[src/rtl/bsg_manycore_reset_sequencer.sv]
// ---------------------------------------------------------------------------
// bsg_manycore_reset_sequencer
//
// Reset and bring-up sequencer for the manycore test harness. It releases
// per-channel (pod / IO complex) resets on a staggered schedule and
// synchronises each channel's tag-programming-done into a sticky bit. It
// holds the host/DPI endpoint in reset until every enabled channel has
// reported done, waits a short settle period, and then releases the host.
// It records the cycle of that release and flags a sticky timeout if
// bring-up hangs.
//
// Ports:
//   clk_i            clock
//   reset_i          synchronous active-high reset
//   channel_en_i     per-channel enable mask (level, expected static)
//   tag_done_i       per-channel tag-programming-done (asynchronous level)
//   channel_reset_o  per-channel reset to pods (1 = held in reset)
//   host_reset_o     reset to host/DPI endpoint
//   all_done_o       bring-up complete
//   timeout_o        bring-up timed out (sticky until reset_i)
//   done_cycle_o     cycle count at host release
//   state_o          0 RESET, 1 WAIT_TAG, 2 SETTLE, 3 RUN, 4 TIMEOUT
// ---------------------------------------------------------------------------
module bsg_manycore_reset_sequencer #(
   parameter int num_channels_p   = 4,
   parameter int reset_depth_p    = 3,
   parameter int stagger_p        = 1,
   parameter int settle_cycles_p  = 2,
   parameter int timeout_cycles_p = 10000,
   parameter int ctr_width_p      = 64
) (
   input  logic                      clk_i,
   input  logic                      reset_i,
   input  logic [num_channels_p-1:0] channel_en_i,
   input  logic [num_channels_p-1:0] tag_done_i,
   output logic [num_channels_p-1:0] channel_reset_o,
   output logic                      host_reset_o,
   output logic                      all_done_o,
   output logic                      timeout_o,
   output logic [ctr_width_p-1:0]    done_cycle_o,
   output logic [2:0]                state_o
);

   typedef enum logic [2:0] {
      S_RESET    = 3'd0,
      S_WAIT_TAG = 3'd1,
      S_SETTLE   = 3'd2,
      S_RUN      = 3'd3,
      S_TIMEOUT  = 3'd4
   } state_e;

   // Elapsed-edge counter saturates once every schedule point (last channel
   // release, timeout) has been reached, so a narrow done_cycle counter that
   // wraps can never re-trigger a release or a timeout.
   localparam int rel_max_lp  = reset_depth_p + (num_channels_p - 1) * stagger_p;
   localparam int sat_lp      = (rel_max_lp > timeout_cycles_p) ? rel_max_lp : timeout_cycles_p;
   localparam int elap_w_lp   = $clog2(sat_lp + 1);
   localparam int settle_w_lp = (settle_cycles_p > 1) ? $clog2(settle_cycles_p) : 1;

   localparam logic [elap_w_lp-1:0]   elap_sat_lp  = elap_w_lp'(sat_lp);
   localparam bit                     to_en_lp     = (timeout_cycles_p != 0);
   localparam logic [elap_w_lp-1:0]   to_th_lp     = elap_w_lp'(to_en_lp ? timeout_cycles_p - 1 : 0);
   localparam logic [settle_w_lp-1:0] settle_last_lp = settle_w_lp'(settle_cycles_p - 1);

   logic [ctr_width_p-1:0]    cyc_q, cyc_d;
   logic [elap_w_lp-1:0]      elap_q, elap_d;
   logic [num_channels_p-1:0] reached;
   logic [num_channels_p-1:0] chan_rst_q, chan_rst_d;
   logic [num_channels_p-1:0] tag_sync;
   logic [num_channels_p-1:0] done_q, done_d;
   logic                      all_ok;
   logic                      timed_out;

   state_e                    state_q;
   logic [settle_w_lp-1:0]    settle_q;
   logic                      host_rst_q;
   logic                      all_done_q;
   logic                      timeout_q;
   logic [ctr_width_p-1:0]    done_cyc_q;

   // Free-running cycle counter; holds n after edge Tn.
   assign cyc_d  = cyc_q + ctr_width_p'(1);
   assign elap_d = (elap_q == elap_sat_lp) ? elap_q : elap_q + elap_w_lp'(1);

   always_ff @(posedge clk_i) begin
      if (reset_i) begin
         cyc_q  <= '0;
         elap_q <= '0;
      end else begin
         cyc_q  <= cyc_d;
         elap_q <= elap_d;
      end
   end

   // Channel i is due for release at edge T(depth + i*stagger); elap_q is
   // n-1 while edge Tn is being evaluated, hence the -1 in the threshold.
   for (genvar i = 0; i < num_channels_p; i++) begin : g_rel
      localparam logic [elap_w_lp-1:0] th_lp = elap_w_lp'(reset_depth_p + i * stagger_p - 1);
      assign reached[i] = (elap_q >= th_lp);
   end

   // Not gated by state: a channel enabled late is released on the next edge.
   assign chan_rst_d = ~(channel_en_i & reached);

   always_ff @(posedge clk_i) begin
      if (reset_i) chan_rst_q <= '1;
      else         chan_rst_q <= chan_rst_d;
   end

   // The sticky done bit is the last flop of the synchroniser, so only
   // reset_depth_p-1 plain flops sit in front of it.
   if (reset_depth_p == 1) begin : g_nosync
      assign tag_sync = tag_done_i;
   end else begin : g_sync
      logic [num_channels_p-1:0] sync_q [reset_depth_p-1];
      always_ff @(posedge clk_i) begin
         if (reset_i) begin
            for (int k = 0; k < reset_depth_p - 1; k++) sync_q[k] <= '0;
         end else begin
            sync_q[0] <= tag_done_i;
            for (int k = 1; k < reset_depth_p - 1; k++) sync_q[k] <= sync_q[k-1];
         end
      end
      assign tag_sync = sync_q[reset_depth_p-2];
   end

   assign done_d = done_q | tag_sync;

   always_ff @(posedge clk_i) begin
      if (reset_i) done_q <= '0;
      else         done_q <= done_d;
   end

   assign all_ok    = &(done_q | ~channel_en_i);
   assign timed_out = to_en_lp && (elap_q >= to_th_lp);

   // Bring-up FSM with registered outputs. SETTLE takes priority over the
   // timeout when both are due on the same edge.
   always_ff @(posedge clk_i) begin
      if (reset_i) begin
         state_q    <= S_RESET;
         settle_q   <= '0;
         host_rst_q <= 1'b1;
         all_done_q <= 1'b0;
         timeout_q  <= 1'b0;
         done_cyc_q <= '0;
      end else begin
         case (state_q)
            S_RESET: begin
               state_q <= S_WAIT_TAG;
            end
            S_WAIT_TAG: begin
               if (all_ok) begin
                  state_q  <= S_SETTLE;
                  settle_q <= '0;
               end else if (timed_out) begin
                  state_q   <= S_TIMEOUT;
                  timeout_q <= 1'b1;
               end
            end
            S_SETTLE: begin
               if (settle_q == settle_last_lp) begin
                  state_q    <= S_RUN;
                  host_rst_q <= 1'b0;
                  all_done_q <= 1'b1;
                  done_cyc_q <= cyc_d;
               end else begin
                  settle_q <= settle_q + settle_w_lp'(1);
               end
            end
            S_RUN, S_TIMEOUT: begin
               state_q <= state_q;
            end
            default: begin
               state_q <= S_RESET;
            end
         endcase
      end
   end

   assign channel_reset_o = chan_rst_q;
   assign host_reset_o    = host_rst_q;
   assign all_done_o      = all_done_q;
   assign timeout_o       = timeout_q;
   assign done_cycle_o    = done_cyc_q;
   assign state_o         = state_q;

endmodule

[config.mk]
export PLATFORM = sky130hd
export DESIGN_NAME = bsg_manycore_reset_sequencer
export DESIGN_NICKNAME = d
export VERILOG_FILES = /design/src/rtl/bsg_manycore_reset_sequencer.sv
export SDC_FILE = /design/constraint.sdc
export NUM_CORES = 1
export LEC_CHECK = 0
export CORE_ASPECT_RATIO = 1.5
export CORE_MARGIN = 3
export CORE_UTILIZATION = 30
export CTS_BUF_LIST = sky130_fd_sc_hd__clkbuf_4 sky130_fd_sc_hd__clkbuf_8 sky130_fd_sc_hd__clkbuf_16
export DETAILED_ROUTE_END_ITERATION = 7
export GPL_TIMING_DRIVEN = 1
export SYNTH_ARGS = -nofsm -noshare
export SYNTH_HDL_FRONTEND = slang
export SYNTH_SLANG_ARGS = --single-unit
[constraint.sdc]
create_clock -name clk_i -period 2.5 [get_ports clk_i]
set_input_delay 0.5 -clock clk_i [delete_from_list [all_inputs] [get_ports clk_i]]
set_output_delay 0.5 -clock clk_i [all_outputs]
set_load 0.02 [all_outputs]
Yosys cells after proc, flatten, opt, wreduce, memory -nomap -nowiden
Memories as Yosys holds them, arrays and structs flattened.
Cells that the tools add are included.
{"block": "totals", "ff_bits": 157, "ram_bits": 8, "inputBits": 10, "out_inout_bits": 74, "wordCells": 56, "memories": 1}
{"block": "op_classes", "n_addsub": 3, "n_lt_le_gt_ge": 5, "n_eq_ne": 8, "muxes": 12, "bitwise_logic": 9, "n_reduce_logical": 8}
{"name": "g_sync.sync_q", "words": 2, "width": 4, "rd": 2, "rd_ports_with_merged_regs": 0, "wr": 2, "line": "115", "rtl": "logic [num_channels_p-1:0] sync_q [reset_depth_p-1];"}
{"cell": "adder 64 x 1 -> 64 bit (second input constant)", "n": 1}
{"cell": "greater-or-equal comparator 14 x 2 -> 1 bit (second input constant)", "n": 2}
{"cell": "greater-or-equal comparator 14 x 3 -> 1 bit (second input constant)", "n": 2}
{"cell": "adder 14 x 1 -> 14 bit (second input constant)", "n": 1}
{"cell": "equality test 14 bit (second input constant)", "n": 1}
{"cell": "greater-or-equal comparator 14 bit (second input constant)", "n": 1}
{"cell": "one-hot mux 3 bit (4 select lines)", "n": 1}
{"cell": "2-to-1 mux 3 bit", "n": 3}
{"cell": "2-to-1 mux 4 bit", "n": 2}
{"cell": "inverter 4 bit", "n": 2}
{"cell": "bitwise OR 4 bit", "n": 2}
{"cell": "equality test 3 x 2 -> 1 bit (second input constant)", "n": 2}
{"cell": "AND reduction 3 bit", "n": 2}
{"cell": "2-to-1 mux 1 bit", "n": 5}
{"cell": "AND 4 bit", "n": 1}
{"cell": "!= test 2 bit (second input constant)", "n": 2}
{"cell": "AND reduction 2 bit", "n": 2}
{"cell": "AND reduction 4 bit", "n": 1}
{"cell": "equality test 3 x 1 -> 1 bit (second input constant)", "n": 1}
{"cell": "equality test 3 bit (second input constant)", "n": 1}
{"cell": "logical NOT 3 bit", "n": 1}
{"cell": "!= test 3 bit (second input constant)", "n": 1}
{"cell": "inverter 1 bit", "n": 2}
{"cell": "bitwise OR 1 bit", "n": 2}
{"cell": "other kinds (4)", "n": 4}

Logic depth before layout (Yosys ltp)
Gate-level depths: netlist (run 1).
{"block": "logic_depth", "ltp_word": 5, "depth_mapped": 8, "mapped_depth_nobuf": 7}

Least setup slack after synthesis (run 1)
OpenSTA, ideal clock, no wires.
{"block": "synth_timing", "path_kind": "flip-flop to flip-flop", "from": "reg cyc_q[24]", "to": "reg done_cyc_q[52] (netlist: done_cycle_o[52])", "setup_time_ps": 74, "arrival_ps": 2184, "required_ps": 2426, "setup_slack_ps": 241, "path_stages_with_launch": 7, "path_buffers": 1, "synth_period_minus_slack_ps": 2259, "cell_sequence": "dfxtp_1 -> nand4_2 -> or4_4 -> buf_6 -> or4b_4 -> or3_1 -> a31oi_1"}
{"block": "synth_via", "elab_chain_len": 1}
{"element": "start: declaration", "line": "65", "rtl": "logic [ctr_width_p-1:0] cyc_q, cyc_d;"}
{"element": "start signal: assignment", "line": "90", "rtl": "cyc_q <= cyc_d;"}
{"element": "adder 64 x 1 -> 64 bit", "line": "82", "rtl": "assign cyc_d = cyc_q + ctr_width_p'(1);"}
{"element": "end signal: assignment", "line": "166", "rtl": "done_cyc_q <= cyc_d;"}
{"element": "end: declaration", "line": "79", "rtl": "logic [ctr_width_p-1:0] done_cyc_q;"}
Every way passes these cells.
A chain may end at the register's enable or synchronous reset.

Worst setup path after layout (run 1)
{"block": "layout_timing", "from": "reg cyc_q[10]", "to": "reg done_cyc_q[54] (netlist: done_cycle_o[54])"}
Same word-level chain as after synthesis.

==> results of run 1 <==
registers in the layout (all words and copies together) (netlist names):
register and cells:
all_done_o 1, channel_reset_o 4, cyc_q 64, done_cycle_o 64
done_q 4, elap_q 14, g_sync.sync_q 8, host_reset_o 1
settle_q 1, state_o 3, timeout_o 1
cells in the mapped netlist, types with 2 or more instances:
cell / n / area share (%)
and4_1: 9 / 1.2
and2_1: 5 / 0.48
nor2b_1: 15 / 1.4
nor3_1: 13 / 0.99
buf_2: 3 / 0.23
inv_1: 9 / 0.51
and3_1: 15 / 1.4
a21oi_1: 22 / 1.7
nor2_1: 144 / 8.2
a21boi_0: 2 / 0.23
nand2_1: 27 / 1.5
nor4b_1: 3 / 0.40
o21ai_0: 19 / 1.4
clkbuf_1: 37 / 2.1
xor2_1: 22 / 2.9
a311oi_1: 13 / 1.7
a211oi_1: 48 / 5.5
ha_1: 6 / 1.1
buf_1: 4 / 0.23
or4_1: 6 / 0.68
or3_1: 16 / 1.5
dfxtp_1: 165 / 50
nand3_1: 30 / 2.3
nand4_1: 27 / 2.6
nand4_2: 2 / 0.38
nor4_1: 16 / 1.5
nand3b_1: 2 / 0.23
o31ai_1: 3 / 0.34
xnor2_1: 33 / 4.4
a31oi_1: 4 / 0.38
power by group through the flow:
stage	Sequential, mW	Combinational, mW	Clock (mW)
floorplan	2.73	0.0812	0
global placement	2.73	0.134	0
detailed placement	2.73	0.135	0
CTS	2.67	0.136	2.73
global route	2.67	0.151	2.83
finish	2.67	0.133	2.66
cell families after synthesis:
| family | Yosys count |
|---|---|
| compound gates | 118 |
| buf+inv | 54 |
| flops | 165 |
| fa+ha+maj | 6 |
| xor+xnor | 55 |
| simple gates | 337 |
final cells by class:
class                      instances  area [sq um]  share of cell area [%]
timing repair buffer             110          1060                    12.5
inverter                           9          33.8                   0.401
clock inverter                    12           141                    1.68
sequential                       165          3300                    39.2
multi-input combinational        516          3100                    36.8
tap                              268           335                    3.98
clock buffer                      20           460                    5.46
metrics by stage:
step	hold slack (ns)	std cells
3_5_place_dp	0.428	1067
2_1_floorplan	0.411	735
5_1_grt	0.452	1100
3_3_place_gp	0.419	1067
6_report	0.438	1100
4_1_cts	0.444	1099
worst min-delay path: cells and delay by family (launching register included):
kind          cells  cell delay (ns)
flops             1             0.31
simple gates      2             0.09
worst min path at each step:
stage,cells after the start,slack (ns),endpoint
4_1_cts,2,0.44,done_q[2]
5_1_grt,2,0.45,done_q[3]
2_1_floorplan,2,0.41,done_q[0]
6_report,2,0.44,done_q[3]
3_5_place_dp,2,0.43,done_q[1]
3_3_place_gp,2,0.42,done_q[3]
per-layer routing:
| layer | part of all wire (%) | track usage [%] |
|---|---|---|
| met1 | 43 | 16.3 |
| met2 | 53 | 23.4 |
| met3 | 3.4 | 2.91 |
| met4 | 1.2 | 5.12 |
| met5 | 0 | 0 |
what timing repair did:
item / CTS / global route
resized for setup: 0 / 4
setup buffers: 0 / 1
endpoints found under the setup margin: 0 / 22
==> run_results.csv, run 1 <==
group,metric,value,unit
cells_and_area,final_nets,835,
timing,tns,0,ns
timing,hold_viol_final,0,
yosys,synth_cell_types,45,
critical_path,cp_num_buf_inv,0,
critical_path,r2r-end,"done_cycle_o[54]",
cells_and_area,n_fill_cell,2206,
min_path,min_from,"g_sync.sync_q[0][7]",
placed_design,hpwl,11200,um
power,p_leak,2.81,nW
global_routing,grt_pass1_vias,5127,
drt,first_iter_violations,265,
cells_and_area,utilization,39.6,%
cells_and_area,drive_gt1_share,8.29,%
yosys,syn_inst,735,
global_routing,grt_max_degree,88,
placed_design,port-buffer-count,83,
timing,worst_pin_slew,0.718,ns
yosys,yosys_warnings,0,
outcome,run_status,"finished, final reports clean",
floorplanning,dieArea,23800,sq um
critical_path,crit_chain,"nand4_1 > or4_4 > or4b_4 > or3_1 > a31oi_1",
global_routing,grt_pass1_wl,26000,um
timing,period_minus_slack,2.36,ns
global_routing,antenna_found_initial,0,
cts,postCtsHoldBufs,0,
critical_path,reg2reg_setup_slack,0.14,ns
floorplanning,die-width,127,um
yosys,synth_edf_count,0,
yosys,synth_top_family_by_area,"simple AND/OR/NAND/NOR gates",
yosys,synthMuxAreaShare,0,%
power,seqPwrFrac,48.9,%
floorplanning,core,21300,sq um
placed_design,gp_congestion,0.802,
yosys,yosysSeqAreaShare,50.2,%
critical_path,crit_type,"flop to flop",
power,intPower,4.26,mW
drt,ant_nets,0,
drt,drt_first_pass_iters,4,
floorplanning,rows,65,
yosys,syn_area_per_cell,8.95,sq um
placed_design,place_area,7790,sq um
yosys,synth-compound-area-share,12.2,%
yosys,synthArstFlopShare,0,%
critical_path,setup.worst_path.start,"cyc_q[10]",
timing,maxSlewHeadroom,51.7,%
timing,skew,0.0111,ns
placed_design,dp_slack,0.0630,ns
global_routing,gr-total-overflow,0,
floorplanning,die_h,187,um
yosys,synth_area,6580,sq um
power,power_frac_clock,48.7,%
critical_path,cp-end-kind,"flop",
critical_path,r2r-start,"cyc_q[10]",
yosys,synth_fp_nets,751,
cells_and_area,fin_area,8430,sq um
power,p_switching,1.20,mW
critical_path,cp-start-kind,"flop",
cells_and_area,num_antenna_cells,0,
yosys,ys_seq_elements,165,
critical_path,critPathArrivalTime,2.71,ns
timing,setup_viol,0,
timing,setup_ws,0.135,ns
critical_path,path_max_fanout,4,
critical_path,crit_path_end,"done_cycle_o[54]",
yosys,yosys.area_share.simple,25.9,%
drt,avgRoutedWirePerCell,14.4,um
critical_path,r2r_cells,5,
cts,h-tree-depth,4,
drt,vias_per_cell,4.93,
power,vdd_drop_max,0.000425,V
cells_and_area,final_common_cell,"dfxtp_1",
cts,cts_tree,"yes",
timing,rsz0062_at_grt,"true",
power,power_density,648,nW/um^2
critical_path,critPathTopFamily,"simple AND/OR/NAND/NOR gates",
timing,slew_viol_final,0,
cts,cts_sinks,165,
cts,cts.path.max_buffers,2,
yosys,synth_fa_ha_area_share,1.14,%
floorplanning,start_util,30.9,%
cts,cts-buffers-inserted,17,
cts,clk_latency,0.42,ns
critical_path,cp_num_cells,5,
drt,routed_wl,15900,um
critical_path,cp.required,2.85,ns
global_routing,grtUsageTotal,13.5,%
critical_path,max_stage_delay,0.60,ns
timing,max_freq,423,MHz
cells_and_area,syn2layout_area_growth,28.1,%
floorplanning,io_pins,84,
run,cap_violations,0,
power,combPwrFrac,2.4,%
min_path,hold_class,"flop to flop",
timing,fin_crit_sh,94.6,%
cts,cts_root_buffer,"clkbuf_16",
critical_path,slowest_stage,"or4_4",
power,swShare,22.0,%
yosys,yosys.area_share.xor_xnor,7.32,%
drt,drc,0,
cts,cts.clk_slew.worst_paths,0.06,ns
power,power,5.46,mW
drt,detailroute.via_count,5419,
cells_and_area,layout_common_cells,"dfxtp_1 (165), nor2_1 (144), clkdlybuf4s50_1 (82)",
yosys,dominantRegCellSynth,"dfxtp_1",
Note: power is estimated with default switching activity, not from simulation.
==> run 2: changes to the inputs <==
--- a/config.mk
+++ b/config.mk
@@ -7,9 +7,10 @@
 export LEC_CHECK = 0
 export CORE_ASPECT_RATIO = 1.5
 export CORE_MARGIN = 3
-export CORE_UTILIZATION = 30
+export CORE_UTILIZATION = 40
 export CTS_BUF_LIST = sky130_fd_sc_hd__clkbuf_4 sky130_fd_sc_hd__clkbuf_8 sky130_fd_sc_hd__clkbuf_16
 export DETAILED_ROUTE_END_ITERATION = 7
+export DONT_BUFFER_PORTS = 1
 export GPL_TIMING_DRIVEN = 1
 export SYNTH_ARGS = -nofsm -noshare
 export SYNTH_HDL_FRONTEND = slang
==> run_results.csv, run 2 (synthesis results as in run 1) <==
group,metric,value,unit
global_routing,grt_use_met2,31.1,%
cells_and_area,final_common_cell,"dfxtp_1",
drt,detailroute.via_count,5295,
critical_path,cp.required,2.83,ns
cts,h-tree-depth,4,
power,p_leak,2.47,nW
timing,skew,0.00907,ns
timing,hold_viol_final,0,
min_path,hold_class,"input pin to flop",
run,cap_violations,0,
global_routing,grt_pass1_vias,5164,
global_routing,grt.busiest_layer,"met2",
cts,cts-buffers-inserted,17,
cts,cts.path.max_buffers,2,
cells_and_area,utilization,47.1,%
min_path,min_from,"reset_i",
global_routing,gr-total-overflow,0,
timing,whs,0.155,ns
critical_path,reg2reg_setup_slack,0.14,ns
floorplanning,rows,56,
cells_and_area,multi_input_area,3080,sq um
placed_design,port-buffer-count,0,
power,power_density,732,nW/um^2
cells_and_area,n_fill_cell,1499,
global_routing,grtUsageTotal,17.4,%
timing,period_minus_slack,2.36,ns
timing,rsz0062_at_grt,"false",
floorplanning,die_h,163,um
power,vdd_drop_max,0.000382,V
critical_path,max_stage_delay,0.64,ns
cells_and_area,fin_cells,945,
placed_design,gp_congestion,0.858,
timing,setup_viol,0,
critical_path,cp-start-kind,"flop",
floorplanning,core,15900,sq um
power,power,5.48,mW
drt,drc,0,
floorplanning,die-width,111,um
critical_path,slowest_stage,"or4_4",
cts,cts_root_buffer,"clkbuf_16",
critical_path,crit_chain,"nand4_2 > or4_4 > or4b_4 > or3_1 > a21oi_1",
outcome,run_status,"finished, final reports clean",
timing,maxSlewHeadroom,69.4,%
placed_design,place_area,6850,sq um
critical_path,cp-end-kind,"flop",
floorplanning,io_pins,84,
cells_and_area,drive_gt1_share,8.09,%
cts,cts_sinks,165,
placed_design,hpwl,10800,um
timing,tns,0,ns
cells_and_area,num_antenna_cells,0,
drt,vias_per_cell,5.60,
timing,max_freq,424,MHz
critical_path,critPathArrivalTime,2.69,ns
drt,routed_wl,15400,um
critical_path,critPathTopFamily,"simple AND/OR/NAND/NOR gates",
critical_path,setup.worst_path.start,"cyc_q[24]",
global_routing,use_met3,3.89,%
critical_path,path_max_fanout,10,
timing,worst_pin_slew,0.447,ns
placed_design,dp_slack,0.111,ns
cts,clk_latency,0.41,ns
floorplanning,dieArea,18100,sq um
drt,ant_nets,0,
critical_path,cp_num_buf_inv,0,
cells_and_area,fin_area,7480,sq um
placed_design,post-place-cells,912,
floorplanning,start_util,41.4,%
cells_and_area,syn2layout_area_growth,13.7,%
global_routing,grt_max_degree,160,
cells_and_area,final_nets,745,
critical_path,r2r-start,"cyc_q[24]",
cts,cts_tree,"yes",
drt,first_iter_violations,241,
timing,fin_crit_sh,94.3,%
timing,slew_viol_final,0,
global_routing,antenna_found_initial,0,
global_routing,grt_pass1_wl,25900,um
cts,cts.clk_slew.worst_paths,0.06,ns
global_routing,use_met1,19.9,%
timing,setup_ws,0.142,ns
drt,drt_first_pass_iters,4,
cells_and_area,regArea,3300,sq um
drt,avgRoutedWirePerCell,16.3,um
cells_and_area,layout_common_cells,"dfxtp_1 (165), nor2_1 (144), a211oi_1 (48)",
critical_path,crit_type,"flop to flop",
==> run 2: cell types whose count changed in the layout (fill, tap and decap cells not counted) <==
cell             before  now
nand4_4               1    0
nor4_1               14   15
clkinv_4              1    3
inv_8                 1    0
clkdlybuf4s50_1      82    0
nor4_4                1    0
bufinv_16             2    3
clkbuf_4              1    0
clkbuf_8              2    4
buf_4                26   17
buf_12                2    3
nand4_2               1    2
clkinv_2              2    3
inv_6                 5    1
==> run 2: where the power goes <==
part / internal [mW] / switching [mW] / total [mW]
sequential: 2.65 / 0.0242 / 2.68
combinational: 0.0318 / 0.0318 / 0.0635
clock: 1.68 / 1.06 / 2.74
total: 4.37 / 1.11 / 5.48
==> run 2: area by class of cell <==
cell class                 count  share of cell area, %
tap                          203                   3.39
inverter                       9                  0.451
clock inverter                11                   1.97
multi-input combinational    516                   41.1
sequential                   165                   44.1
timing repair buffer          20                   2.51
clock buffer                  21                   6.42
==> run 2: worst reg2reg max path, stage by stage, from the launching register on <==
cell and delay [ns]:
dfxtp_1 0.43, nand4_2 0.17, or4_4 0.64, or4b_4 0.52, or3_1 0.34, a21oi_1 0.18
==> run 2: worst paths after layout <==
check | end | cells past startpoint
worst max-delay path | cyc_q[54] | 5
worst min-delay path | timeout_o | 1
worst max register to register | cyc_q[54] | 5
worst min register to register | done_q[3] | 2
==> run 2: layer usage <==
metal  up-vias  part of all wire [%]
met2       111                    52
met1      2557                    42
met5         -                     0
met3        23                   4.1
li1       2604                     -
met4         0                   1.8
==> run 2: repair_timing <==
action	CTS	global route
gates resized for setup	0	1
hold endpoints to repair	0	0
setup endpoints to repair	0	4
setup buffers	0	1
hold buffers	0	0
